File: config.mk
export PLATFORM = sky130hd
export DESIGN_NAME = stream_demux_1_2_flat
export DESIGN_NICKNAME = d
export VERILOG_FILES = /design/src/rtl/stream_demux_pkg.sv /design/src/rtl/stream_demux_if.sv /design/src/rtl/stream_out_slot.sv /design/src/rtl/stream_demux_1_2.sv /design/src/flat_wrapper.sv
export SDC_FILE = /design/constraint.sdc
export NUM_CORES = 1
export LEC_CHECK = 0
export ABC_AREA = 1
export BUFFER_PORTS_ARGS = -buffer_cell sky130_fd_sc_hd__buf_2
export CAP_MARGIN = 40
export CORE_MARGIN = 2
export CORE_UTILIZATION = 49
export CTS_BUF_LIST = sky130_fd_sc_hd__clkbuf_2
export DETAILED_ROUTE_END_ITERATION = 10
export PLACE_DENSITY = 0.89
export SYNTH_ARGS = -nofsm -noshare
export SYNTH_HDL_FRONTEND = slang
export SYNTH_SLANG_ARGS = --single-unit
File: constraint.sdc
create_clock -name clk -period 1.3 [get_ports clk]
set_input_delay 0 -clock clk [delete_from_list [all_inputs] [get_ports clk]]
set_output_delay 0 -clock clk [all_outputs]
set_load 0.05 [all_outputs]
File: src/rtl/stream_demux_pkg.sv
// Shared types and route constants for the 1:2 packet-aware stream demultiplexer.
package stream_demux_pkg;

  typedef enum logic {IDLE, PKT} demux_state_e;

  localparam logic OUT_0 = 1'b0;
  localparam logic OUT_1 = 1'b1;

endpackage

File: src/rtl/stream_demux_if.sv
// Bus bundle for stream_demux_1_2: one input stream and two output streams.
interface stream_demux_if #(
  parameter int DATA_W = 8
) ();

  logic              in_valid;
  logic              in_ready;
  logic [DATA_W-1:0] in_data;
  logic              in_sel;
  logic              in_last;

  logic              out0_valid;
  logic              out0_ready;
  logic [DATA_W-1:0] out0_data;
  logic              out0_last;

  logic              out1_valid;
  logic              out1_ready;
  logic [DATA_W-1:0] out1_data;
  logic              out1_last;

  // Demux side: consumes the input stream, produces both output streams.
  modport slave (
    input  in_valid, in_data, in_sel, in_last, out0_ready, out1_ready,
    output in_ready, out0_valid, out0_data, out0_last, out1_valid, out1_data, out1_last
  );

  // Environment side: producer and both consumers.
  modport master (
    output in_valid, in_data, in_sel, in_last, out0_ready, out1_ready,
    input  in_ready, out0_valid, out0_data, out0_last, out1_valid, out1_data, out1_last
  );

endinterface

File: src/rtl/stream_out_slot.sv
// One-entry registered output slot: a load takes priority over a drain, so a
// simultaneous load and drain replaces the held beat and keeps valid high.
module stream_out_slot #(
  parameter int DATA_W = 8
) (
  input  logic              clk,
  input  logic              rst_n,
  input  logic              i_load,
  input  logic [DATA_W-1:0] i_data,
  input  logic              i_last,
  input  logic              i_ready,
  output logic              o_valid,
  output logic [DATA_W-1:0] o_data,
  output logic              o_last
);

  logic              r_valid;
  logic [DATA_W-1:0] r_data;
  logic              r_last;

  always_ff @(posedge clk or negedge rst_n) begin
    if (!rst_n) begin
      r_valid <= 1'b0;
      r_data  <= '0;
      r_last  <= 1'b0;
    end else if (i_load) begin
      r_valid <= 1'b1;
      r_data  <= i_data;
      r_last  <= i_last;
    end else if (r_valid && i_ready) begin
      r_valid <= 1'b0;
    end
  end

  assign o_valid = r_valid;
  assign o_data  = r_data;
  assign o_last  = r_last;

endmodule

File: src/rtl/stream_demux_1_2.sv
// 1:2 packet-aware stream demux: route sampled on the first beat, held until in_last.
// Optional per-output beat counters cnt0/cnt1 when STREAM_DEMUX_STATS_EN is defined.
module stream_demux_1_2
  import stream_demux_pkg::*;
#(
  parameter int DATA_W = 8
`ifdef STREAM_DEMUX_STATS_EN
  , parameter int CNT_W = 16
`endif
) (
  input  logic               clk,
  input  logic               rst_n,
  stream_demux_if.slave      bus
`ifdef STREAM_DEMUX_STATS_EN
  , output logic [CNT_W-1:0] cnt0
  , output logic [CNT_W-1:0] cnt1
`endif
);

  demux_state_e r_state;
  demux_state_e w_state_nxt;
  logic         r_lock_sel;
  logic         w_lock_nxt;
  logic         w_route;
  logic         w_in_ready;
  logic         w_accept;
  logic         w_load0;
  logic         w_load1;
  logic         w_out0_valid;
  logic         w_out1_valid;

  // Mid-packet the locked route wins; in_sel only matters on a first beat.
  assign w_route    = (r_state == PKT) ? r_lock_sel : bus.in_sel;
  assign w_in_ready = (w_route == OUT_0) ? (!w_out0_valid || bus.out0_ready)
                                         : (!w_out1_valid || bus.out1_ready);
  assign w_accept   = bus.in_valid && w_in_ready;
  assign w_load0    = w_accept && (w_route == OUT_0);
  assign w_load1    = w_accept && (w_route == OUT_1);
  assign bus.in_ready = w_in_ready;

  always_ff @(posedge clk or negedge rst_n) begin
    if (!rst_n) begin
      r_state    <= IDLE;
      r_lock_sel <= 1'b0;
    end else begin
      r_state    <= w_state_nxt;
      r_lock_sel <= w_lock_nxt;
    end
  end

  always_comb begin
    w_state_nxt = r_state;
    w_lock_nxt  = r_lock_sel;
    if (w_accept) begin
      case (r_state)
        IDLE: begin
          if (!bus.in_last) begin
            w_state_nxt = PKT;
            w_lock_nxt  = bus.in_sel;
          end
        end
        PKT: begin
          if (bus.in_last) w_state_nxt = IDLE;
        end
        default: w_state_nxt = IDLE;
      endcase
    end
  end

  stream_out_slot #(.DATA_W(DATA_W)) u_slot0 (
    .clk     (clk),
    .rst_n   (rst_n),
    .i_load  (w_load0),
    .i_data  (bus.in_data),
    .i_last  (bus.in_last),
    .i_ready (bus.out0_ready),
    .o_valid (w_out0_valid),
    .o_data  (bus.out0_data),
    .o_last  (bus.out0_last)
  );

  stream_out_slot #(.DATA_W(DATA_W)) u_slot1 (
    .clk     (clk),
    .rst_n   (rst_n),
    .i_load  (w_load1),
    .i_data  (bus.in_data),
    .i_last  (bus.in_last),
    .i_ready (bus.out1_ready),
    .o_valid (w_out1_valid),
    .o_data  (bus.out1_data),
    .o_last  (bus.out1_last)
  );

  assign bus.out0_valid = w_out0_valid;
  assign bus.out1_valid = w_out1_valid;

`ifdef STREAM_DEMUX_STATS_EN
  logic [CNT_W-1:0] r_cnt0;
  logic [CNT_W-1:0] r_cnt1;

  // Counters wrap silently at 2^CNT_W.
  always_ff @(posedge clk or negedge rst_n) begin
    if (!rst_n) begin
      r_cnt0 <= '0;
      r_cnt1 <= '0;
    end else begin
      if (w_out0_valid && bus.out0_ready) r_cnt0 <= r_cnt0 + 1'b1;
      if (w_out1_valid && bus.out1_ready) r_cnt1 <= r_cnt1 + 1'b1;
    end
  end

  assign cnt0 = r_cnt0;
  assign cnt1 = r_cnt1;
`endif

endmodule

File: src/flat_wrapper.sv
// flat-port wrapper written by rule: the top's interface ports become plain ports
module stream_demux_1_2_flat import stream_demux_pkg::*;
#(
  parameter int DATA_W = 8

)
  (clk, rst_n, bus_in_valid, bus_in_data, bus_in_sel, bus_in_last, bus_out0_ready, bus_out1_ready, bus_in_ready, bus_out0_valid, bus_out0_data, bus_out0_last, bus_out1_valid, bus_out1_data, bus_out1_last);
  stream_demux_if #(.DATA_W(DATA_W)) bus_i ();
  input  logic clk;
  input  logic rst_n;
  input wire logic [$bits(bus_i.in_valid)-1:0] bus_in_valid;
  input wire logic [$bits(bus_i.in_data)-1:0] bus_in_data;
  input wire logic [$bits(bus_i.in_sel)-1:0] bus_in_sel;
  input wire logic [$bits(bus_i.in_last)-1:0] bus_in_last;
  input wire logic [$bits(bus_i.out0_ready)-1:0] bus_out0_ready;
  input wire logic [$bits(bus_i.out1_ready)-1:0] bus_out1_ready;
  output wire logic [$bits(bus_i.in_ready)-1:0] bus_in_ready;
  output wire logic [$bits(bus_i.out0_valid)-1:0] bus_out0_valid;
  output wire logic [$bits(bus_i.out0_data)-1:0] bus_out0_data;
  output wire logic [$bits(bus_i.out0_last)-1:0] bus_out0_last;
  output wire logic [$bits(bus_i.out1_valid)-1:0] bus_out1_valid;
  output wire logic [$bits(bus_i.out1_data)-1:0] bus_out1_data;
  output wire logic [$bits(bus_i.out1_last)-1:0] bus_out1_last;
  assign bus_i.in_valid = bus_in_valid;
  assign bus_i.in_data = bus_in_data;
  assign bus_i.in_sel = bus_in_sel;
  assign bus_i.in_last = bus_in_last;
  assign bus_i.out0_ready = bus_out0_ready;
  assign bus_i.out1_ready = bus_out1_ready;
  assign bus_in_ready = bus_i.in_ready;
  assign bus_out0_valid = bus_i.out0_valid;
  assign bus_out0_data = bus_i.out0_data;
  assign bus_out0_last = bus_i.out0_last;
  assign bus_out1_valid = bus_i.out1_valid;
  assign bus_out1_data = bus_i.out1_data;
  assign bus_out1_last = bus_i.out1_last;
  stream_demux_1_2 #(.DATA_W(DATA_W)) u_core (.clk(clk), .rst_n(rst_n), .bus(bus_i));
endmodule
==> flow_summary.ini <==
[status]
status = complete, but fails checks
violations = setup timing

[global_routing]
overflow = 0
grt_pass1_vias = 739
grt_start_max_net_pins = 23
grt_pass1_wl_um = 3120
antenna_found_initial = 0
grt_use_total_pct = 20.5

[final_layout]
layout.nets = 165
area_growth_pct = 45.6
layout-drive-gt1-share_pct = 39.6
seq_area_um2 = 552
final_area_mm2 = 0.00132
fillers = 124
multi_input_area_um2 = 293
n_antenna_cell = 0

[routing]
antenna_left = 0
drc = 0
dr.pass1.iters = 4
routed_via_density = 4.73
routed_wirelength_um = 2130
wl_per_cell_um = 12.3
drtIter0Drc = 13
via_count = 823

[synthesis]
syn-num-nets = 109
yosysWarnings = 0
yosys.area.top_type = dfrtp_1
yosys-top-cells-area = dfrtp_1, nand2_1, o21ai_2
synth_cell_types = 12
syn_area_um2 = 906
syn_inst = 94
synth-seq-cells = 22
synth_top_area_share_pct = 60.8
synth_seq_area_share_pct = 60.8
syn_avg_cell_area_um2 = 9.64

[sta]
final.setup.worst_slack_ns = -0.0267
finalCritPeriodShare_pct = 102
drv_slew = 0
worst_slew_pin_slew_ns = 0.483
fmax_ghz = 0.754
setup_viol = 1
hold_viol = 0
rsz0062_at_grt = yes
min_period_ns = 1.33
skew_ns = 0.00671
slew_headroom_pct = 67.8

[clock_network]
htree_levels = 1
clkTransAtPathRegs_ns = 0.19
clock-sinks = 22
cts_inserted_buffers = 3
clock-root-buffer = clkbuf_2
cts_max_path_buffers = 2
clock_latency_ns = 0.33
cts_tree = yes

[die]
core_mm2 = 0.00173
rows = 15
io_pins = 36
dieArea_mm2 = 0.00221
die_y_um = 47.0
dieWidth_um = 47.0
initial_core_util_pct = 52.5

[worst_setup_path]
cp-end-kind = output pin
reg2reg_slack_ns = 0.04
critical_path_arrival_ns = 1.33
cp.required_ns = 1.30
path_max_fanout = 4
critPathLaunchType = flop
worstSetupPathType = flop to output pin

[power_and_ir_drop]
power_leakage_nw = 0.730
fin_total_pwr_mw = 3.79
peakVddDrop_mv = 1.54
power_density_mw_per_mm2 = 2870

[run]
drv_cap = 0

[worst_hold_path]
hold_class = input port to asynchronous set/reset pin

[placement]
post-dp-hpwl_um = 1370
placed_area_mm2 = 0.00112
io_buffers = 35
gp_congestion = 0.761
==> power breakdown <==
part           switching (mW)  internal [mW]  total (mW)
registers               0.183           1.01        1.19
logic                    1.70          0.614        2.31
clock network           0.200         0.0814       0.281
total                    2.08           1.70        3.79
==> logic make-up (layout without fill, tap and decap cells) <==
family	after synthesis	after routing	share of synthesized area (%)
AOI/OAI and AO/OA	18	18	12.8
DFF	22	22	60.8
buffers and inverters	16	71	8.56
and+or+nand+nor	38	38	17.8
==> state kept, by name (all words and copies together), names as in the netlist <==
| register | count |
|---|---|
| u_core.u_slot1.o_last | 1 |
| u_core.u_slot0.o_valid | 1 |
| u_core.u_slot1.o_valid | 1 |
| u_core.u_slot1.o_data | 8 |
| u_core.r_state | 1 |
| u_core.r_lock_sel | 1 |
| u_core.u_slot0.o_last | 1 |
| u_core.u_slot0.o_data | 8 |
==> critical path, cell delays in order (launching register included) <==
cell and delay [ns]:
dfrtp_1 0.46, inv_1 0.08, nand2_2 0.07, nand2_2 0.09, nand2_2 0.07, nand2_4 0.09, buf_8 0.14
==> path summary, 6_finish.rpt <==
| path | cells past startpoint | from | endpoint |
|---|---|---|---|
| worst max-delay path | 6 | u_core.r_state$_DFFE_PN0P_ | bus_in_ready |
| worst min-delay path | 2 | rst_n | u_core.r_lock_sel$_DFFE_PN0P_ |
| worst max register to register | 8 | u_core.r_state$_DFFE_PN0P_ | u_core.r_state$_DFFE_PN0P_ |
| worst min register to register | 2 | u_core.u_slot1.o_data[2]$_DFFE_PN0P_ | u_core.u_slot1.o_data[2]$_DFFE_PN0P_ |
| max in group asynchronous | 2 | rst_n | u_core.u_slot0.o_valid$_DFFE_PN0P_ |
| min in group clk | 5 | bus_in_sel | u_core.u_slot0.o_data[0]$_DFFE_PN0P_ |
==> timing repair <==
action	in CTS	in global routing
gates resized for setup	6	2
hold buffers	14	0
pin swaps	0	2
setup endpoints to repair	1	1
hold endpoints to repair	44	0
buffers inserted	0	2
==> per-stage QoR <==
| step | TNS (ns) | worst slack [ns] | std cells | hold WS (ns) | util, % |
|---|---|---|---|---|---|
| global placement | 0 | 0.215 | 154 | -0.0200 | 64.8 |
| finish | -0.0267 | -0.0267 | 174 | 0.129 | 76.4 |
| detailed placement | 0 | 0.171 | 154 | -0.0163 | 64.8 |
| global route | -0.359 | -0.0936 | 174 | 0.163 | 76.4 |
| floorplan | 0 | 0.00386 | 94 | -0.296 | - |
| CTS | -0.00670 | -0.00670 | 172 | 0.136 | 75.1 |
==> cell type report <==
class | count | share of cell area (%)
tap | 25 | 2.37
sequential | 22 | 41.8
clock buffer | 4 | 1.52
timing repair buffer | 55 | 28.7
inverter | 12 | 3.42
multi-input combinational | 56 | 22.2
==> placed cells by master (no fill, tap or decap), types with 2 or more instances in the layout <==
master,synthesis,final
buf_2,2,34
nand2_1,29,25
dfrtp_1,22,21
dlygate4sd3_1,0,14
inv_1,12,12
o21ai_1,11,11
o21ai_2,7,7
nand2_2,1,4
nand3_1,4,4
clkbuf_2,0,4
buf_4,0,4
nand4_1,2,2
buf_6,2,2
==> synth_stat cells (all sizes together) <==
library cell	number
dfrtp	22
o21ai	18
nor2	1
nand3	5
nand4	2
buf	4
nand2	30
inv	12
==> routing by layer <==
metal | vias to the layer above | global-route usage [%] | wire (um)
li1 | 409 | - | -
met1 | 382 | 25.0 | 858
met2 | 25 | 35.3 | 1140
met3 | 7 | 2.31 | 77
met4 | 0 | 11.1 | 57
met5 | - | 0 | 0
No activity file was read; power rests on OpenSTA's default activity.
